`config.mk`:
```
export PLATFORM = sky130hd
export DESIGN_NAME = mips_mc_control
export DESIGN_NICKNAME = d
export VERILOG_FILES = /design/src/rtl/mips_mc_control.sv
export SDC_FILE = /design/constraint.sdc
export NUM_CORES = 1
export LEC_CHECK = 0
export CORE_AREA = 2 2 57 59
export CTS_BUF_LIST = sky130_fd_sc_hd__clkbuf_8 sky130_fd_sc_hd__clkbuf_16
export DETAILED_ROUTE_END_ITERATION = 8
export DIE_AREA = 0 0 59 61
export GPL_ROUTABILITY_DRIVEN = 0
export GPL_TIMING_DRIVEN = 0
export HOLD_SLACK_MARGIN = 0.08
export PLACE_DENSITY = 0.81
export SLEW_MARGIN = 20
export SYNTH_ARGS = -nofsm -noshare
export SYNTH_HDL_FRONTEND = slang
export SYNTH_SLANG_ARGS = --single-unit
export TNS_END_PERCENT = 1
```
`constraint.sdc`:
```
create_clock -name clk -period 4.24 [get_ports clk]
set_input_delay 0.848 -clock clk [delete_from_list [all_inputs] [get_ports clk]]
set_output_delay 0.848 -clock clk [all_outputs]
set_load 0.02 [all_outputs]
```
`src/rtl/mips_mc_control.sv`:
```
// Multicycle MIPS control unit: Moore FSM sequencing the shared datapath,
// plus a retired-instruction counter.
module mips_mc_control #(
    parameter int CNT_W = 16
) (
    input  logic             clk,
    input  logic             rst_n,
    input  logic [5:0]       opcode,
    input  logic [5:0]       funct,
    input  logic             zero,
    output logic [2:0]       alu_op,
    output logic             alu_src_a,
    output logic [1:0]       alu_src_b,
    output logic [1:0]       pc_src,
    output logic             pc_en,
    output logic             ir_write,
    output logic             iord,
    output logic             mem_write,
    output logic             reg_write,
    output logic             reg_dst,
    output logic             mem_to_reg,
    output logic [3:0]       state,
    output logic [CNT_W-1:0] retired
);

    typedef enum logic [3:0] {
        FETCH  = 4'd0,
        DECODE = 4'd1,
        MEMADR = 4'd2,
        MEMRD  = 4'd3,
        MEMWB  = 4'd4,
        MEMWR  = 4'd5,
        EXEC   = 4'd6,
        ALUWB  = 4'd7,
        BRANCH = 4'd8,
        ADDIEX = 4'd9,
        ADDIWB = 4'd10,
        JUMP   = 4'd11
    } state_t;

    state_t     state_q, state_d;
    logic [2:0] alu_op_c;
    logic       alu_src_a_c;
    logic [1:0] alu_src_b_c;
    logic [1:0] pc_src_c;
    logic       pc_en_c, ir_write_c, iord_c, mem_write_c;
    logic       reg_write_c, reg_dst_c, mem_to_reg_c;
    logic       funct_ok;
    logic [2:0] funct_op;
    logic       retire;

    always_comb begin
        funct_ok = 1'b1;
        funct_op = 3'b000;
        case (funct)
            6'b100000: funct_op = 3'b010;
            6'b100010: funct_op = 3'b110;
            6'b100100: funct_op = 3'b000;
            6'b100101: funct_op = 3'b001;
            6'b101010: funct_op = 3'b111;
            default:   funct_ok = 1'b0;
        endcase
    end

    always_comb begin
        state_d      = FETCH;
        alu_op_c     = 3'b000;
        alu_src_a_c  = 1'b0;
        alu_src_b_c  = 2'b00;
        pc_src_c     = 2'b00;
        pc_en_c      = 1'b0;
        ir_write_c   = 1'b0;
        iord_c       = 1'b0;
        mem_write_c  = 1'b0;
        reg_write_c  = 1'b0;
        reg_dst_c    = 1'b0;
        mem_to_reg_c = 1'b0;
        case (state_q)
            FETCH: begin
                ir_write_c  = 1'b1;
                pc_en_c     = 1'b1;
                alu_src_b_c = 2'b01;
                alu_op_c    = 3'b010;
                state_d     = DECODE;
            end
            DECODE: begin
                alu_src_b_c = 2'b11;
                alu_op_c    = 3'b010;
                case (opcode)
                    6'b100011,
                    6'b101011: state_d = MEMADR;
                    6'b000000: state_d = funct_ok ? EXEC : FETCH;
                    6'b000100: state_d = BRANCH;
                    6'b001000: state_d = ADDIEX;
                    6'b000010: state_d = JUMP;
                    default:   state_d = FETCH;
                endcase
            end
            MEMADR: begin
                alu_src_a_c = 1'b1;
                alu_src_b_c = 2'b10;
                alu_op_c    = 3'b010;
                state_d     = (opcode == 6'b100011) ? MEMRD : MEMWR;
            end
            MEMRD: begin
                iord_c  = 1'b1;
                state_d = MEMWB;
            end
            MEMWB: begin
                reg_write_c  = 1'b1;
                mem_to_reg_c = 1'b1;
            end
            MEMWR: begin
                iord_c      = 1'b1;
                mem_write_c = 1'b1;
            end
            EXEC: begin
                alu_src_a_c = 1'b1;
                alu_op_c    = funct_op;
                state_d     = ALUWB;
            end
            ALUWB: begin
                reg_write_c = 1'b1;
                reg_dst_c   = 1'b1;
            end
            BRANCH: begin
                alu_src_a_c = 1'b1;
                alu_op_c    = 3'b110;
                pc_src_c    = 2'b01;
                pc_en_c     = zero;
            end
            ADDIEX: begin
                alu_src_a_c = 1'b1;
                alu_src_b_c = 2'b10;
                alu_op_c    = 3'b010;
                state_d     = ADDIWB;
            end
            ADDIWB: reg_write_c = 1'b1;
            JUMP: begin
                pc_src_c = 2'b10;
                pc_en_c  = 1'b1;
            end
            default: state_d = FETCH;
        endcase
    end

    always_ff @(posedge clk or negedge rst_n) begin
        if (!rst_n) state_q <= FETCH;
        else        state_q <= state_d;
    end

    assign retire = (state_q == MEMWB)  || (state_q == MEMWR) ||
                    (state_q == ALUWB)  || (state_q == BRANCH) ||
                    (state_q == ADDIWB) || (state_q == JUMP);

    always_ff @(posedge clk or negedge rst_n) begin
        if (!rst_n)      retired <= '0;
        else if (retire) retired <= retired + 1'b1;
    end

    // Reset must silence the datapath even though FETCH decodes non-zero.
    assign alu_op     = rst_n ? alu_op_c     : 3'b000;
    assign alu_src_a  = rst_n ? alu_src_a_c  : 1'b0;
    assign alu_src_b  = rst_n ? alu_src_b_c  : 2'b00;
    assign pc_src     = rst_n ? pc_src_c     : 2'b00;
    assign pc_en      = rst_n ? pc_en_c      : 1'b0;
    assign ir_write   = rst_n ? ir_write_c   : 1'b0;
    assign iord       = rst_n ? iord_c       : 1'b0;
    assign mem_write  = rst_n ? mem_write_c  : 1'b0;
    assign reg_write  = rst_n ? reg_write_c  : 1'b0;
    assign reg_dst    = rst_n ? reg_dst_c    : 1'b0;
    assign mem_to_reg = rst_n ? mem_to_reg_c : 1'b0;
    assign state      = rst_n ? state_q      : 4'd0;

endmodule

```
==> qor.json <==
{
  "cts_buffers": {"value": 3},
  "ant_nets": {"value": 0},
  "outcome": {"value": "finished clean"},
  "grt_util_met1": {"value": 0.2626},
  "synthDominantAreaCellType": {"value": "sky130_fd_sc_hd__dfrtp_1"},
  "route.detailed.vias_per_inst": {"value": 5.668},
  "power.ir.vdd_worst": {"value": 0.2325, "unit": "mV"},
  "worst-endpoint-arrival": {"value": 3160, "unit": "ps"},
  "core_area": {"value": 2953, "unit": "um^2"},
  "worst_path_maximum_fanout": {"value": 21},
  "final.fill_count": {"value": 251},
  "power.switching": {"value": 0.0002498, "unit": "W"},
  "globalRouteOverflowTotal": {"value": 0},
  "worst_hold_slack_after_final_layout": {"value": 480.3, "unit": "ps"},
  "post-route-cell-area": {"value": 1922, "unit": "um^2"},
  "rr_startpoint": {"value": "state_q[3]"},
  "tightestPinTransition": {"value": 924.3, "unit": "ps"},
  "grt_util_met3": {"value": 0.03198},
  "worst_hold_startpoint": {"value": "retired[15]"},
  "setup_crit_start_kind": {"value": "input pin"},
  "routed_wl": {"value": 3409, "unit": "um"},
  "row_count": {"value": 20},
  "placedInstanceArea": {"value": 1867, "unit": "um^2"},
  "reg2reg_to": {"value": "retired[13]"},
  "first_global_vias": {"value": 1267},
  "post-cts-setup-buffers": {"value": 0},
  "share_comb_of_total_power": {"value": 0.411},
  "req_time_crit_path": {"value": 3390, "unit": "ps"},
  "final.setup.tns": {"value": 0, "unit": "ps"},
  "rsz_0062_raised_after_global_routing": {"value": "false"},
  "design.die.area": {"value": 3599, "unit": "um^2"},
  "clockPowerShare": {"value": 0.218},
  "ys_async_sr_fraction": {"value": 1.000},
  "period_share": {"value": 0.9461},
  "cell_count_after_synthesis": {"value": 143},
  "x_dimension_of_the_die": {"value": 59, "unit": "um"},
  "diodes": {"value": 0},
  "dr.pass1.iters": {"value": 4},
  "grt_use_total": {"value": 0.1995},
  "placement.io_buffers": {"value": 49},
  "post-place-cells": {"value": 225},
  "clk_pin_slew_worst_paths": {"value": 80, "unit": "ps"},
  "top_usage_layer": {"value": "met2"},
  "drt-wirelength-per-cell": {"value": 14.89, "unit": "um"},
  "initial_utilization": {"value": 0.4521},
  "grt_pass1_wl": {"value": 5526, "unit": "um"},
  "netlist_top_cells_area": {"value": "sky130_fd_sc_hd__dfrtp_1, sky130_fd_sc_hd__xnor2_1, sky130_fd_sc_hd__xor2_1"},
  "report.final.setup_viol": {"value": 0},
  "clk_root_buffer_cell": {"value": "sky130_fd_sc_hd__clkbuf_8"},
  "postCtsHoldBufs": {"value": 0},
  "chip_height": {"value": 61, "unit": "um"},
  "slew-limit-headroom": {"value": 0.3838},
  "timing.final.hold_violations": {"value": 0},
  "synth-edff-count": {"value": 0},
  "synth-seq-cells": {"value": 20},
  "timing.hold.worst_path_depth": {"value": 1},
  "number_of_max_slew_violations_in_the_final_report": {"value": 0},
  "synth.yosys.warnings": {"value": 0},
  "timing.reg2reg.setup_slack": {"value": 2760, "unit": "ps"},
  "syn-cell-area": {"value": 1335, "unit": "um^2"},
  "cts_buffer_depth": {"value": 2},
  "timing.reg2reg.worst_path_depth": {"value": 5},
  "finalClockSkew": {"value": 3.644, "unit": "ps"},
  "yosysTopAreaCellShare": {"value": 0.3749},
  "power": {"value": 0.0006757, "unit": "W"},
  "critPathKind": {"value": "input pin to output port"},
  "clock_latency": {"value": 260, "unit": "ps"},
  "number_of_antenna_violations_at_the_first_check_in_global_routing": {"value": 0},
  "endpoint_kind": {"value": "output port"},
  "power.internal": {"value": 0.0004260, "unit": "W"},
  "drv_cap": {"value": 0},
  "mappedNetlistNets": {"value": 159},
  "grt_util_met2": {"value": 0.3429},
  "drt_iter0_markers": {"value": 59},
  "dominantRegCellSynth": {"value": "sky130_fd_sc_hd__dfrtp_1"},
  "sw_frac_of_total": {"value": 0.3696},
  "synth_cell_type_count": {"value": 46},
  "grt_start_max_net_pins": {"value": 22},
  "number_of_placed_i_o_pins": {"value": 50},
  "clock_tree_sinks": {"value": 20},
  "layout.cells.non_filler": {"value": 229},
  "p_leak": {"value": 0.8130, "unit": "nW"},
  "hold-path-endpoint": {"value": "retired[15]"},
  "via_count": {"value": 1298},
  "layout-area-overhead-vs-synth": {"value": 43.95, "unit": "%"},
  "synth.yosys.seq_area_share": {"value": 0.3749},
  "drive_above_1_share": {"value": 0.09694},
  "p_per_area": {"value": 351.6, "unit": "nW/um^2"},
  "h_tree_level_count": {"value": 1},
  "flop_pwr_share": {"value": 0.371},
  "post_synth.cell_area_avg": {"value": 9.336, "unit": "um^2"},
  "dp_hpwl": {"value": 2629, "unit": "um"},
  "tritoncts": {"value": "done"},
  "fmax": {"value": 0.2493, "unit": "GHz"},
  "hold_path.class": {"value": "register to register"},
  "nets": {"value": 213},
  "post-route-min-period": {"value": 4011, "unit": "ps"},
  "route.detailed.drc": {"value": 0}
}
power by group through the flow:
stage | Sequential [W] | Combinational [W] | Clock, W
detailed placement | 0.000254 | 0.000279 | 0
global placement | 0.000251 | 0.000272 | 0
finish | 0.000251 | 0.000278 | 0.000147
floorplan | 0.000264 | 0.000146 | 0
CTS | 0.000250 | 0.000280 | 0.000148
global route | 0.000254 | 0.000297 | 0.000153
sequential cells by signal, summed over array words and instances, names as in the netlist:
| register | cells |
|---|---|
| retired | 16 |
| state_q | 4 |
how the worst max path moves through the flow:
stage,start,to,slack [ps],cells after the start
after floorplan,rst_n,alu_op[2],1590,4
after global placement,rst_n,alu_op[2],-50,6
after detailed placement,rst_n,alu_op[2],-150,6
after CTS,rst_n,alu_op[2],130,6
after global routing,rst_n,alu_op[2],40,6
final,rst_n,alu_op[2],230,6
cell usage after synthesis, types with 4 or more instances:
library cell,n
sky130_fd_sc_hd__nand2_1,10
sky130_fd_sc_hd__and3_1,4
sky130_fd_sc_hd__dfrtp_1,20
sky130_fd_sc_hd__nand3_1,6
sky130_fd_sc_hd__xnor2_1,10
sky130_fd_sc_hd__nor3_1,6
sky130_fd_sc_hd__nor2_1,12
sky130_fd_sc_hd__o21ai_0,4
sky130_fd_sc_hd__and2_1,4
sky130_fd_sc_hd__nand4_1,8
sky130_fd_sc_hd__a21oi_1,5
sky130_fd_sc_hd__xor2_1,7
sky130_fd_sc_hd__inv_1,6
cell families (layout without fill, tap and decap cells):
family	Yosys count	count (layout)	synth area share
and+or+nand+nor	69	69	0.3149
xor gates and xnor gates	17	17	0.1115
DFF	20	20	0.3749
buffers and inverters	12	65	0.04686
muxes	2	2	0.01500
AOI/OAI and AO/OA	22	22	0.1275
adders and majority gates	1	1	0.009371
layout by cell type (no fill, tap or decap), types with 2 or more instances in the layout:
master / instances
sky130_fd_sc_hd__clkdlybuf4s50_1: 48
sky130_fd_sc_hd__dfrtp_1: 20
sky130_fd_sc_hd__nor2_1: 12
sky130_fd_sc_hd__nand2_1: 10
sky130_fd_sc_hd__xnor2_1: 10
sky130_fd_sc_hd__nand4_1: 8
sky130_fd_sc_hd__xor2_1: 7
sky130_fd_sc_hd__inv_1: 6
sky130_fd_sc_hd__nand3_1: 6
sky130_fd_sc_hd__nor3_1: 6
sky130_fd_sc_hd__a21oi_1: 5
sky130_fd_sc_hd__o21ai_0: 4
sky130_fd_sc_hd__and2_1: 4
sky130_fd_sc_hd__and3_1: 4
sky130_fd_sc_hd__clkbuf_8: 4
sky130_fd_sc_hd__clkbuf_1: 2
sky130_fd_sc_hd__nor4_1: 2
sky130_fd_sc_hd__nand2b_4: 2
sky130_fd_sc_hd__buf_6: 2
sky130_fd_sc_hd__nor2b_1: 2
sky130_fd_sc_hd__mux2i_1: 2
sky130_fd_sc_hd__buf_2: 2
sky130_fd_sc_hd__and4_1: 2
area by class of cell:
| cell class | instances | area [um^2] | share of cell area |
|---|---|---|---|
| plain buffers | 6 | 40.04 | 0.02083 |
| clock buffers | 4 | 55.05 | 0.02865 |
| inverters | 6 | 22.52 | 0.01172 |
| multi-input cells | 111 | 772.0 | 0.4017 |
| flip-flops and latches | 20 | 500.5 | 0.2604 |
| well taps | 33 | 41.29 | 0.02148 |
| repair buffers | 49 | 490.5 | 0.2552 |
layer usage:
layer / vias up / part of all wire
li1: 621 / -
met1: 640 / 0.44
met2: 31 / 0.51
met3: 6 / 0.036
met4: 0 / 0.011
met5: - / 0
timing repair:
action	in CTS	in global routing
cloned	0	0
setup endpoints to repair	3	1
resized for setup	1	1
metrics by stage:
step	util	setup WS [ps]
2_1_floorplan	-	1593
3_3_place_gp	0.6322	-51.15
3_5_place_dp	0.6322	-149.0
4_1_cts	0.6504	125.1
5_1_grt	0.6508	39.63
6_report	0.6508	228.6
worst max-delay path, stage by stage:
cell and delay [ps]:
sky130_fd_sc_hd__clkdlybuf4s15_1 780, sky130_fd_sc_hd__buf_6 240, sky130_fd_sc_hd__nand2_4 60, sky130_fd_sc_hd__or4_4 450, sky130_fd_sc_hd__o21bai_2 170, sky130_fd_sc_hd__clkdlybuf4s50_1 620
Power figures use the tool's default switching activity.
